==> src/rtl/im_fetch_ctrl.sv <==
// Instruction-fetch sequencer: owns the fetch PC, queues {pc, instr} pairs, hands them to decode.
// Optional IM window check is enabled by defining IM_FETCH_BOUNDS_EN.
module im_fetch_ctrl #(
    parameter logic [31:0] PC_RESET = 32'h0000_3000,
    parameter int unsigned IM_WORDS = 1024,
    parameter int unsigned QDEPTH   = 2
) (
    input  logic                           clk,
    input  logic                           reset,
    output logic [31:0]                    im_addr,
    input  logic [31:0]                    im_data,
    output logic                           inst_valid,
    input  logic                           inst_ready,
    output logic [31:0]                    inst,
    output logic [31:0]                    inst_pc,
    input  logic                           redirect,
    input  logic [31:0]                    redirect_pc,
    input  logic                           halt,
    output logic [$clog2(QDEPTH+1)-1:0]    queue_cnt,
    output logic                           fetch_fault
);

    localparam int unsigned   CW     = $clog2(QDEPTH + 1);
    localparam logic [CW-1:0] QFULL  = CW'(QDEPTH);
    localparam logic [31:0]   WINDOW = 32'(4 * IM_WORDS);

    localparam logic [1:0] ST_RUN    = 2'd0;
    localparam logic [1:0] ST_HALTED = 2'd1;
    localparam logic [1:0] ST_FAULT  = 2'd2;

    logic [31:0]   fpc;
    logic [1:0]    state;
    logic [CW-1:0] cnt;
    logic [CW-1:0] widx;
    logic [31:0]   q_pc  [QDEPTH];
    logic [31:0]   q_ins [QDEPTH];
    logic [31:0]   redir_pc_al;
    logic          pop;
    logic          push;
    logic          win_ok;
    logic          redir_ok;

    always_comb begin
        redir_pc_al = redirect_pc & ~32'h3;
`ifdef IM_FETCH_BOUNDS_EN
        win_ok   = (fpc - PC_RESET) < WINDOW;
        redir_ok = (redir_pc_al - PC_RESET) < WINDOW;
`else
        win_ok   = 1'b1;
        redir_ok = 1'b1;
`endif
        pop  = inst_valid & inst_ready;
        push = (state == ST_RUN) && !redirect && !halt && win_ok && ((cnt < QFULL) || pop);
        widx = pop ? cnt - CW'(1) : cnt;
    end

    assign im_addr    = fpc;
    assign queue_cnt  = cnt;
    assign inst_valid = (cnt != '0);
    assign inst       = inst_valid ? q_ins[0] : '0;
    assign inst_pc    = inst_valid ? q_pc[0]  : '0;

`ifdef IM_FETCH_BOUNDS_EN
    assign fetch_fault = (state == ST_FAULT);
`else
    assign fetch_fault = 1'b0;
`endif

    // Shift queue with the head at slot 0; contents are don't-care beyond cnt, so no reset needed.
    always_ff @(posedge clk) begin
        if (pop) begin
            for (int unsigned i = 0; i + 1 < QDEPTH; i++) begin
                q_pc[i]  <= q_pc[i+1];
                q_ins[i] <= q_ins[i+1];
            end
        end
        for (int unsigned i = 0; i < QDEPTH; i++) begin
            if (push && (CW'(i) == widx)) begin
                q_pc[i]  <= fpc;
                q_ins[i] <= im_data;
            end
        end
    end

    always_ff @(posedge clk or negedge reset) begin
        if (!reset) begin
            fpc   <= PC_RESET;
            state <= ST_RUN;
            cnt   <= '0;
        end else if (redirect) begin
            cnt <= '0;
            fpc <= redir_pc_al;
            // A redirect seen while HALTED keeps the block halted; FAULT needs an in-window target.
            case (state)
                ST_FAULT:  if (redir_ok) state <= halt ? ST_HALTED : ST_RUN;
                ST_HALTED: state <= ST_HALTED;
                default:   state <= halt ? ST_HALTED : ST_RUN;
            endcase
        end else begin
            if (push)
                fpc <= fpc + 32'd4;
            if (push && !pop)
                cnt <= cnt + CW'(1);
            else if (!push && pop)
                cnt <= cnt - CW'(1);
            case (state)
                ST_RUN: begin
                    if (halt)
                        state <= ST_HALTED;
                    else if (!win_ok)
                        state <= ST_FAULT;
                end
                ST_HALTED: if (!halt) state <= ST_RUN;
                default:   state <= state;
            endcase
        end
    end

endmodule
==> config.mk <==
export PLATFORM = sky130hd
export DESIGN_NAME = im_fetch_ctrl
export DESIGN_NICKNAME = d
export VERILOG_FILES = /design/src/rtl/im_fetch_ctrl.sv
export SDC_FILE = /design/constraint.sdc
export NUM_CORES = 1
export LEC_CHECK = 0
export CORE_ASPECT_RATIO = 0.7
export CORE_MARGIN = 1
export CORE_UTILIZATION = 57
export DETAILED_ROUTE_END_ITERATION = 12
export DONT_BUFFER_PORTS = 1
export MAX_ROUTING_LAYER = met4
export PLACE_DENSITY = 0.75
export SETUP_SLACK_MARGIN = 0.4
export SLEW_MARGIN = 20
export SYNTH_ARGS = -nofsm -noshare
export SYNTH_HDL_FRONTEND = slang
export SYNTH_SLANG_ARGS = --single-unit
==> constraint.sdc <==
create_clock -name clk -period 6.86 [get_ports clk]
set_input_delay 1.372 -clock clk [delete_from_list [all_inputs] [get_ports clk]]
set_output_delay 1.372 -clock clk [all_outputs]
set_load 0.02 [all_outputs]
==> qor.csv, run 1 <==
stage;metric;value;unit
synth;Netlist Area Pre-Place;7208;µm²
sta;worst hold slack;0.5440;ns
synth;top cell type by total area after synthesis;edfxtp_1;
global_route;grt ovf;0;
cells_and_area;layout cells sized above 1;0.2233;
sta;crit share post-route;0.5581;
global_route;Tot GR Track Use;0.2466;
run_status;run status;finished clean;
synth;synthesis-stage register bit count;157;
clock_tree;CTS Hold Buffers Added;0;
floorplan;row count;33;
global_route;vias in the first global route;4224;
power_and_ir_drop;Power Density;316.5;nW/µm²
place;I/O Buffers;0;
global_route;first-pass GRT wire length;22810;µm
synth;sequential-to-total area share from yosys stat;0.6315;
drt;drt first-iter violations;237;
synth;Area contributors post-synth;edfxtp_1 52%, dfrtp_1 11%, mux2_2 9.5%;
synth;Yosys warnings;0;
clock_tree;Clock Path Buffers;2;
drt;post-detailed-routing wire length;14710;µm
sta;Slew Viols, Final;0;
drt;DR vias/cell;6.323;
drt;# DRC;0;
synth;count leader, synth;edfxtp_1;
setup_path;Worst Path Required;5.49;ns
sta;Tmin final;3.829;ns
synth;Avg Cell Area, Syn;13.60;µm²
synth;Post-synth top flop;edfxtp_1;
sta;Slew @ Worst Pin;1.062;ns
global_route;initial antenna violation count;0;
drt;Via Count;4363;
synth;most common library cells after synthesis;124 x edfxtp_1, 67 x nor2b_1, 61 x mux2_2;
sta;final hold vios;0;
floorplan;Die Width;136.4;µm
cells_and_area;antenna diode count;0;
cells_and_area;final-stage net count;591;
cells_and_area;Syn-to-layout area delta;9.009;%
synth;post-synthesis instance total;530;
clock_tree;CTS tree;yes;
flow_run;maxcap violations;0;
sta;unrepaired setup endpoints after global routing;false;
setup_path;critical path launch point type;flip-flop;
synth;asr flop ratio synth;0.2102;
setup_path;CP Class;flip-flop to output pin;
clock_tree;H-tree levels;4;
floorplan;core area;12020;µm²
power_and_ir_drop;Worst VDD drop;0.2013;mV
clock_tree;Setup Buffers After CTS;0;
floorplan;Initial Utilization;0.5999;
synth;Post-synth EDFFs;124;
setup_path;Worst setup EP type;output pin;
global_route;largest net degree at the start of global routing;65;
drt;antenna viol nets, final;0;
setup_path;WP data arrival;2.46;ns
sta;final setup violation count;0;
worst_hold_path;Hold WC Path Type;flip-flop to flip-flop;
synth;Distinct cells, synth;59;
sta;setup TNS;0;ns
sta;clk_skew;0.01068;ns
sta;max_slew headroom;0.2913;
power_and_ir_drop;Lkg Pwr;0.002620;µW
drt;wire per inst;21.32;µm
clock_tree;cells resized by post-CTS repair;0;
clock_tree;clk_lat worst skew;0.42;ns
sta;FMAX;0.2612;GHz
clock_tree;clock-pin slew on the worst setup and hold paths;0.07;ns
place;DP HPWL;9479;µm
clock_tree;cts bufs inserted;17;
floorplan;Die Y;96.09;µm
drt;Detailed Routing Iterations Pass 1;5;
setup_path;Worst Path Max Fanout;64;
floorplan;die area;13110;µm²
place;RD Place Congestion;0.8442;
clock_tree;root buf cell;clkbuf_16;
floorplan;I/O pin count;169;
clock_tree;clock sinks;157;
synth;Synth top area share;0.5166;
routing by layer:
layer  wire length [µm]  part of all wire  up-vias  track usage
met4                164             0.011        0      0.08796
met3               1251             0.085       15      0.08057
met5                  0                 0        -            -
li1                   -                 -     1979            -
met1               6588              0.45     2190       0.3182
met2               6704              0.46      179       0.3672
metrics by stage:
stage                     std cells  cell area [µm²]  worst slack (ns)  power, µW  utilization
final                           690             7858             3.031       2487       0.6540
after global routing            690             7858             2.836       2584       0.6540
after CTS                       689             7850             3.036       2510       0.6533
after detailed placement        657             7256             2.871       1570       0.6039
after global placement          657             7256             2.919       1557       0.6039
after floorplan                 534             7228             1.967       1509            -
cell usage in the layout, fill, tap and decap left out, drive strengths merged, types with 4 or more instances in the layout:
cell type    n
a21oi        4
a31oi       12
and3         4
and4         5
clkbuf      18
conb         5
dfrtp       31
edfxtp     124
inv         20
mux2        62
nand2       26
nand3       20
nand4       10
nor2        20
nor2b       67
nor3         8
o211ai       4
o21ai       10
o311ai       6
o31ai       11
or4         11
xnor2        5
path summary, 6_finish.rpt:
check / startpoint / end / slack [ns] / cells past startpoint
worst max-delay path: queue_cnt[1] / inst_pc[11] / 3.03 / 4
worst min-delay path: q_ins[0][59] / q_ins[0][27] / 0.54 / 1
worst max register to register: queue_cnt[1] / q_ins[0][46] / 3.13 / 6
worst min register to register: q_ins[0][59] / q_ins[0][27] / 0.54 / 1
max in group asynchronous: reset / im_addr[13] / 6.03 / 0
min in group asynchronous: reset / im_addr[3] / 0.64 / 0
final cells by class:
class	instances	area [µm²]
tap	157	196.4
timing repair buffer	4	30.03
clock inverter	15	168.9
inverter	8	30.03
clock buffer	17	425.4
multi-input combinational	332	2455
fill	888	4158
sequential	157	4552
worst max-delay path, stage by stage, from the launching register on:
cell and delay, ns:
dfrtp_1 0.72, inv_1 0.25, ha_2 0.25, buf_4 0.30, nor2b_1 0.46
power breakdown:
group / total [µW] / switching [µW] / internal [µW]
clock network: 942 / 419 / 523
logic: 339 / 252 / 86.8
registers: 1210 / 84.6 / 1120
logic make-up after synthesis:
group,Yosys count,share of synthesized area
AOI/OAI and AO/OA,67,0.07204
xor gates and xnor gates,5,0.006075
adders and majority gates,2,0.003471
buffers and inverters,45,0.03454
DFF,157,0.6315
muxes,65,0.1010
other,1,0.0005202
and+or+nand+nor,188,0.1508
state kept, by name, summed over array words and instances (netlist names):
name,cells
q_pc,60
q_ins,64
im_addr,30
state,1
queue_cnt,2
Power figures use the tool's default switching activity.
==> run 2: changes to the inputs <==
CORE_UTILIZATION = 60   (was 57)
PLACE_DENSITY = 0.76   (was 0.75)
clock period = 3.7 ns   (was 6.86 ns; I/O delays follow)
==> qor.csv, run 2 (synthesized netlist as in run 1, its figures left out) <==
stage;metric;value;unit;change
global_route;Tot GR Track Use;0.2547;;+0.008083
place;RD Place Congestion;0.8230;;-2.5%
floorplan;Die Y;93.71;µm;-2.5%
sta;Tmin final;2.893;ns;
clock_tree;Setup Buffers After CTS;0;;unchanged
global_route;first-pass GRT wire length;22910;µm;+0.43%
setup_path;Worst Path Max Fanout;42;;-34%
sta;final setup violation count;0;;unchanged
power_and_ir_drop;Worst VDD drop;0.4170;mV;+110%
setup_path;CP endpoint;q_ins[0][29];;
clock_tree;clock sinks;157;;unchanged
global_route;vias in the first global route;4307;;+2.0%
global_route;largest net degree at the start of global routing;63;;-3.1%
power_and_ir_drop;Psw;1329;µW;+76%
sta;Slew @ Worst Pin;0.7777;ns;-0.2841 ns
cells_and_area;final-stage net count;597;;+1.0%
cells_and_area;Syn-to-layout area delta;10.36;%;
power_and_ir_drop;total power;4653;µW;+87%
clock_tree;clock-pin slew on the worst setup and hold paths;0.06;ns;about the same
run_status;run status;finished clean;;
clock_tree;root buf cell;clkbuf_16;;
sta;Slew Viols, Final;0;;unchanged
sta;unrepaired setup endpoints after global routing;false;;
drt;wire per inst;21.55;µm;+1.1%
cells_and_area;Final Non-Filler Cells;695;;+0.72%
global_route;initial antenna violation count;0;;unchanged
place;DP HPWL;9689;µm;+2.2%
floorplan;Die Width;133.0;µm;-2.5%
floorplan;Initial Utilization;0.6169;;+0.01696
setup_path;Worst Path Buf+Inv;2;;unchanged
setup_path;crit-path leading delay family;buffers and inverters;;
setup_path;WP data arrival;3.05;ns;+0.59 ns
setup_path;Crit-path slowest cell;dfrtp_2;;
setup_path;Worst Reg2Reg Path Length in Cells;7;;+1
floorplan;core area;11690;µm²;-2.7%
clock_tree;CTS tree;yes;;
sta;setup TNS;0;ns;unchanged
place;I/O Buffers;0;;unchanged
setup_path;max incr delay on CP;0.55;ns;-0.17 ns
clock_tree;cells resized by post-CTS repair;0;;unchanged
sta;final worst slack;0.8073;ns;-2.224 ns
setup_path;CP startpoint;queue_cnt[1];;
global_route;grt ovf;0;;unchanged
drt;DR vias/cell;6.317;;-0.11%
power_and_ir_drop;sw frac;0.2856;;-0.01859
power_and_ir_drop;Power Density;584.8;nW/µm²;+85%
clock_tree;Clock Path Buffers;2;;unchanged
power_and_ir_drop;Lkg Pwr;0.002646;µW;+0.98%
sta;worst hold slack;0.02018;ns;-0.5238 ns
sta;crit share post-route;0.7818;;
clock_tree;CTS Hold Buffers Added;0;;unchanged
drt;antenna viol nets, final;0;;unchanged
sta;max_slew headroom;0.4798;;+0.1885
power_and_ir_drop;clock share of power;0.376;;-0.003
sta;FMAX;0.3457;GHz;
drt;post-detailed-routing wire length;14980;µm;+1.8%
sta;final hold vios;0;;unchanged
setup_path;Worst Path Required;3.86;ns;-1.63 ns
sta;clk_skew;0.006759;ns;-0.003924 ns
setup_path;R2R Path End;q_ins[0][29];;
place;setup slack after placement;0.8202;ns;-2.050 ns
setup_path;CP Class;flip-flop to flip-flop;;
floorplan;I/O pin count;169;;unchanged
setup_path;worst r2r src;queue_cnt[1];;
drt;drt first-iter violations;309;;+30%
power_and_ir_drop;Sequential Power Share;0.481;;-0.004
cells_and_area;antenna diode count;0;;unchanged
cells_and_area;most frequent cells in the layout;124 x edfxtp_1, 67 x nor2b_1, 61 x mux2_2;;
cells_and_area;Reg with most FFs;q_ins;;
cells_and_area;layout filler cell count;824;;-7.2%
cells_and_area;max reg flops;64;;unchanged
setup_path;crit path cell chain;inv_6 -> ha_4 -> nand2b_4 -> o21ai_0 -> o2111ai_4 -> buf_4 -> mux2_2;;
drt;Via Count;4390;;+0.62%
setup_path;Worst setup EP type;flip-flop;;
floorplan;die area;12460;µm²;-4.9%
setup_path;CP Depth;7;;+3
clock_tree;clk_lat worst skew;0.42;ns;about the same
floorplan;row count;33;;unchanged
place;number of cells after detailed placement;661;;+0.61%
power_and_ir_drop;Comb pwr share;0.143;;+0.007
worst_hold_path;Hold WC Path Type;input pin to async pin;;
drt;Detailed Routing Iterations Pass 1;5;;unchanged
cells_and_area;layout cells sized above 1;0.2361;;+0.01279
cells_and_area;most common cell after layout, fill and taps aside;edfxtp_1;;
setup_path;critical path launch point type;flip-flop;;
flow_run;maxcap violations;0;;unchanged
clock_tree;cts bufs inserted;17;;unchanged
setup_path;register-to-register setup slack;0.81;ns;-2.32 ns
drt;# DRC;0;;unchanged
clock_tree;H-tree levels;4;;unchanged
power_and_ir_drop;Pint;3324;µW;+92%
[run 2: per-stage QoR]
step / area, µm² / utilization
final: 7955 / 0.6808
after global routing: 7955 / 0.6808
after CTS: 7928 / 0.6784
after detailed placement: 7331 / 0.6274
after global placement: 7331 / 0.6274
after floorplan: 7292 / -
[run 2: layout make-up]
cell class	count	area, µm²	share of cell area
multi-input combinational	332	2480	0.3117
clock buffer	18	429.2	0.05395
tap	157	196.4	0.02469
sequential	157	4554	0.5725
timing repair buffer	10	92.59	0.01164
inverter	8	35.03	0.004404
clock inverter	13	167.7	0.02108
[run 2: worst min-delay path by stage]
| stage | startpoint | end | slack, ns | depth (start not counted) |
|---|---|---|---|---|
| finish | reset | im_addr[23] | 0.02 | 0 |
| global route | reset | im_addr[20] | 0.0003 | 0 |
| global placement | reset | im_addr[5] | 0.45 | 0 |
| CTS | reset | im_addr[4] | 0.007 | 0 |
| floorplan | reset | im_addr[10] | 0.44 | 0 |
| detailed placement | reset | im_addr[5] | 0.45 | 0 |
[run 2: power groups by stage]
stage                     Clock (µW)  Combinational (µW)  Sequential (µW)
after floorplan                    0                 599             2220
after global placement             0                 653             2270
after detailed placement           0                 666             2270
after CTS                       1770                 669             2240
after global routing            1840                 724             2260
final                           1750                 666             2240
[run 2: routing by layer]
metal,vias to the layer above,track usage,part of all wire
met1,2186,0.3310,0.44
met4,0,0.09387,0.014
met5,-,-,0
met2,198,0.3761,0.46
met3,17,0.08360,0.090
li1,1989,-,-
==> run 3: changes to the inputs <==
CORE_UTILIZATION = 57   (was 60)
PLACE_DENSITY = 0.75   (was 0.76)
clock period = 2.5 ns   (was 3.7 ns; I/O delays follow)
==> qor.csv, run 3 (synthesized netlist as in run 1, its figures left out) <==
stage;metric;value;unit;change
floorplan;Die Width;136.4;µm;+2.6%
global_route;initial antenna violation count;0;;unchanged
drt;Detailed Routing Iterations Pass 1;5;;unchanged
run_status;run status;finished clean;;
sta;final worst slack;0.2880;ns;-0.5193 ns
setup_path;Worst setup EP type;flip-flop;;
setup_path;register-to-register setup slack;0.29;ns;-0.52 ns
floorplan;die area;13110;µm²;+5.2%
sta;clk_skew;0.01330;ns;+0.006536 ns
setup_path;CP Class;flip-flop to flip-flop;;
cells_and_area;Final Non-Filler Cells;732;;+5.3%
flow_run;maxcap violations;0;;unchanged
cells_and_area;final-stage net count;633;;+6.0%
cells_and_area;most frequent cells in the layout;124 x edfxtp_1, 61 x mux2_2, 48 x nor2b_4;;
clock_tree;H-tree levels;4;;unchanged
sta;final hold vios;0;;unchanged
sta;max_slew headroom;0.6505;;+0.1707
global_route;Tot GR Track Use;0.2540;;-0.0006752
clock_tree;CTS tree;yes;;
cells_and_area;post-layout util;0.7372;;+0.05636
cells_and_area;layout cells sized above 1;0.4104;;+0.1744
sta;Slew Viols, Final;0;;unchanged
drt;# DRC;0;;unchanged
clock_tree;root buf cell;clkbuf_16;;
global_route;first-pass GRT wire length;23890;µm;+4.3%
place;RD Place Congestion;0.8946;;+8.7%
drt;WL met1;7594;µm;+15%
setup_path;WP data arrival;2.56;ns;-0.49 ns
floorplan;Initial Utilization;0.5999;;-0.01696
drt;drt first-iter violations;337;;+9.1%
clock_tree;clk_lat worst skew;0.43;ns;about the same
place;setup slack after placement;0.1869;ns;-0.6333 ns
drt;wire per inst;23.88;µm;+11%
floorplan;Die Y;96.09;µm;+2.5%
drt;post-detailed-routing wire length;17480;µm;+17%
drt;uppermost layer routed;met4;;
global_route;vias in the first global route;4361;;+1.3%
place;I/O Buffers;0;;unchanged
clock_tree;clock-pin slew on the worst setup and hold paths;0.06;ns;about the same
drt;metal3 WL;1605;µm;+19%
power_and_ir_drop;total power;7455;µW;+60%
power_and_ir_drop;Worst VDD drop;0.7020;mV;+68%
cells_and_area;most common cell after layout, fill and taps aside;edfxtp_1;;
cells_and_area;Syn-to-layout area delta;22.88;%;
sta;crit share post-route;0.8848;;+0.1030
global_route;largest net degree at the start of global routing;64;;+1.6%
floorplan;row count;33;;unchanged
drt;met2 wire length;8066;µm;+18%
floorplan;I/O pin count;169;;unchanged
drt;DR vias/cell;6.463;;+2.3%
power_and_ir_drop;Power Density;841.7;nW/µm²;+44%
sta;final setup violation count;0;;unchanged
place;number of cells after detailed placement;680;;+2.9%
power_and_ir_drop;Lkg Pwr;0.003138;µW;+19%
sta;FMAX;0.4521;GHz;+31%
worst_hold_path;Hold WC Path Type;input pin to flip-flop;;
clock_tree;cts bufs inserted;17;;unchanged
floorplan;core area;12020;µm²;+2.8%
clock_tree;clock sinks;157;;unchanged
cells_and_area;Reg with most FFs;q_ins;;
cells_and_area;antenna diode count;0;;unchanged
setup_path;critical path launch point type;flip-flop;;
drt;antenna viol nets, final;0;;unchanged
sta;worst hold slack;0.1360;ns;+0.1158 ns
global_route;grt ovf;0;;unchanged
sta;Tmin final;2.212;ns;-0.6807 ns
cells_and_area;max reg flops;64;;unchanged
setup_path;Worst Path Max Fanout;14;;-67%
setup_path;Worst Path Required;2.85;ns;-1.01 ns
drt;Via Count;4731;;+7.8%
clock_tree;Clock Path Buffers;2;;unchanged
sta;Slew @ Worst Pin;0.5242;ns;-0.2535 ns
place;DP HPWL;10030;µm;+3.5%
sta;unrepaired setup endpoints after global routing;true;;
run 3: cell types whose count changed in the layout (fill, tap and decap cells not counted), sizes merged:
cell	previous run	this run
buf	8	39
bufinv	3	2
clkbuf	18	24
clkinv	6	3
clkinvlp	2	4
dlygate4sd3	2	1
inv	10	12
nand2b	1	2
run 3: per-stage QoR:
stage	TNS [ns]	area, µm²
after floorplan	-89.08	7307
after global placement	0	7493
after detailed placement	0	7493
after CTS	0	8285
after global routing	0	8857
final	0	8857
run 3: power breakdown:
| part | switching [µW] | internal [µW] |
|---|---|---|
| clock network | 1090 | 1500 |
| logic | 1040 | 582 |
| registers | 172 | 3080 |
| total | 2300 | 5160 |
run 3: final timing paths:
path	start	end	cells past startpoint
max in group asynchronous	reset	im_addr[13]	2
min in group asynchronous	reset	im_addr[10]	2
hold reg to reg	q_pc[0][49]	q_pc[0][17]	1
setup reg to reg	queue_cnt[1]	im_addr[16]	7
setup / recovery	queue_cnt[1]	im_addr[16]	7
hold / removal	redirect	queue_cnt[0]	1
run 3: final cells by class:
class                           instances  area (µm²)
Timing Repair Buffer                   45       566.8
Fill cell                             722        3158
Inverter                                8       35.03
Sequential cell                       157        4562
Clock inverter                         13       156.4
Multi-Input combinational cell        333        2908
Tap cell                              157       196.4
Clock buffer                           19       432.9
run 3: per-layer routing:
| layer | vias to the layer above | GRT usage |
|---|---|---|
| met4 | 0 | 0.06389 |
| met3 | 30 | 0.08425 |
| met1 | 2368 | 0.3355 |
| met2 | 253 | 0.3799 |
| li1 | 2080 | - |
| met5 | - | - |
run 3: what timing repair did:
item,in CTS,in global routing
pin swaps,2,0
hold endpoints to repair,33,0
gates resized for setup,57,81
buffers inserted,1,9
cloned,0,8
hold buffers,2,0
setup endpoints to repair,256,200
run 3: critical path: stages, from the launching register on:
cell	delay [ns]
dfrtp_2	0.40
clkinv_4	0.07
ha_4	0.21
nor2b_2	0.30
o211ai_1	0.15
buf_4	0.23
or4b_2	0.67
nand3_1	0.10
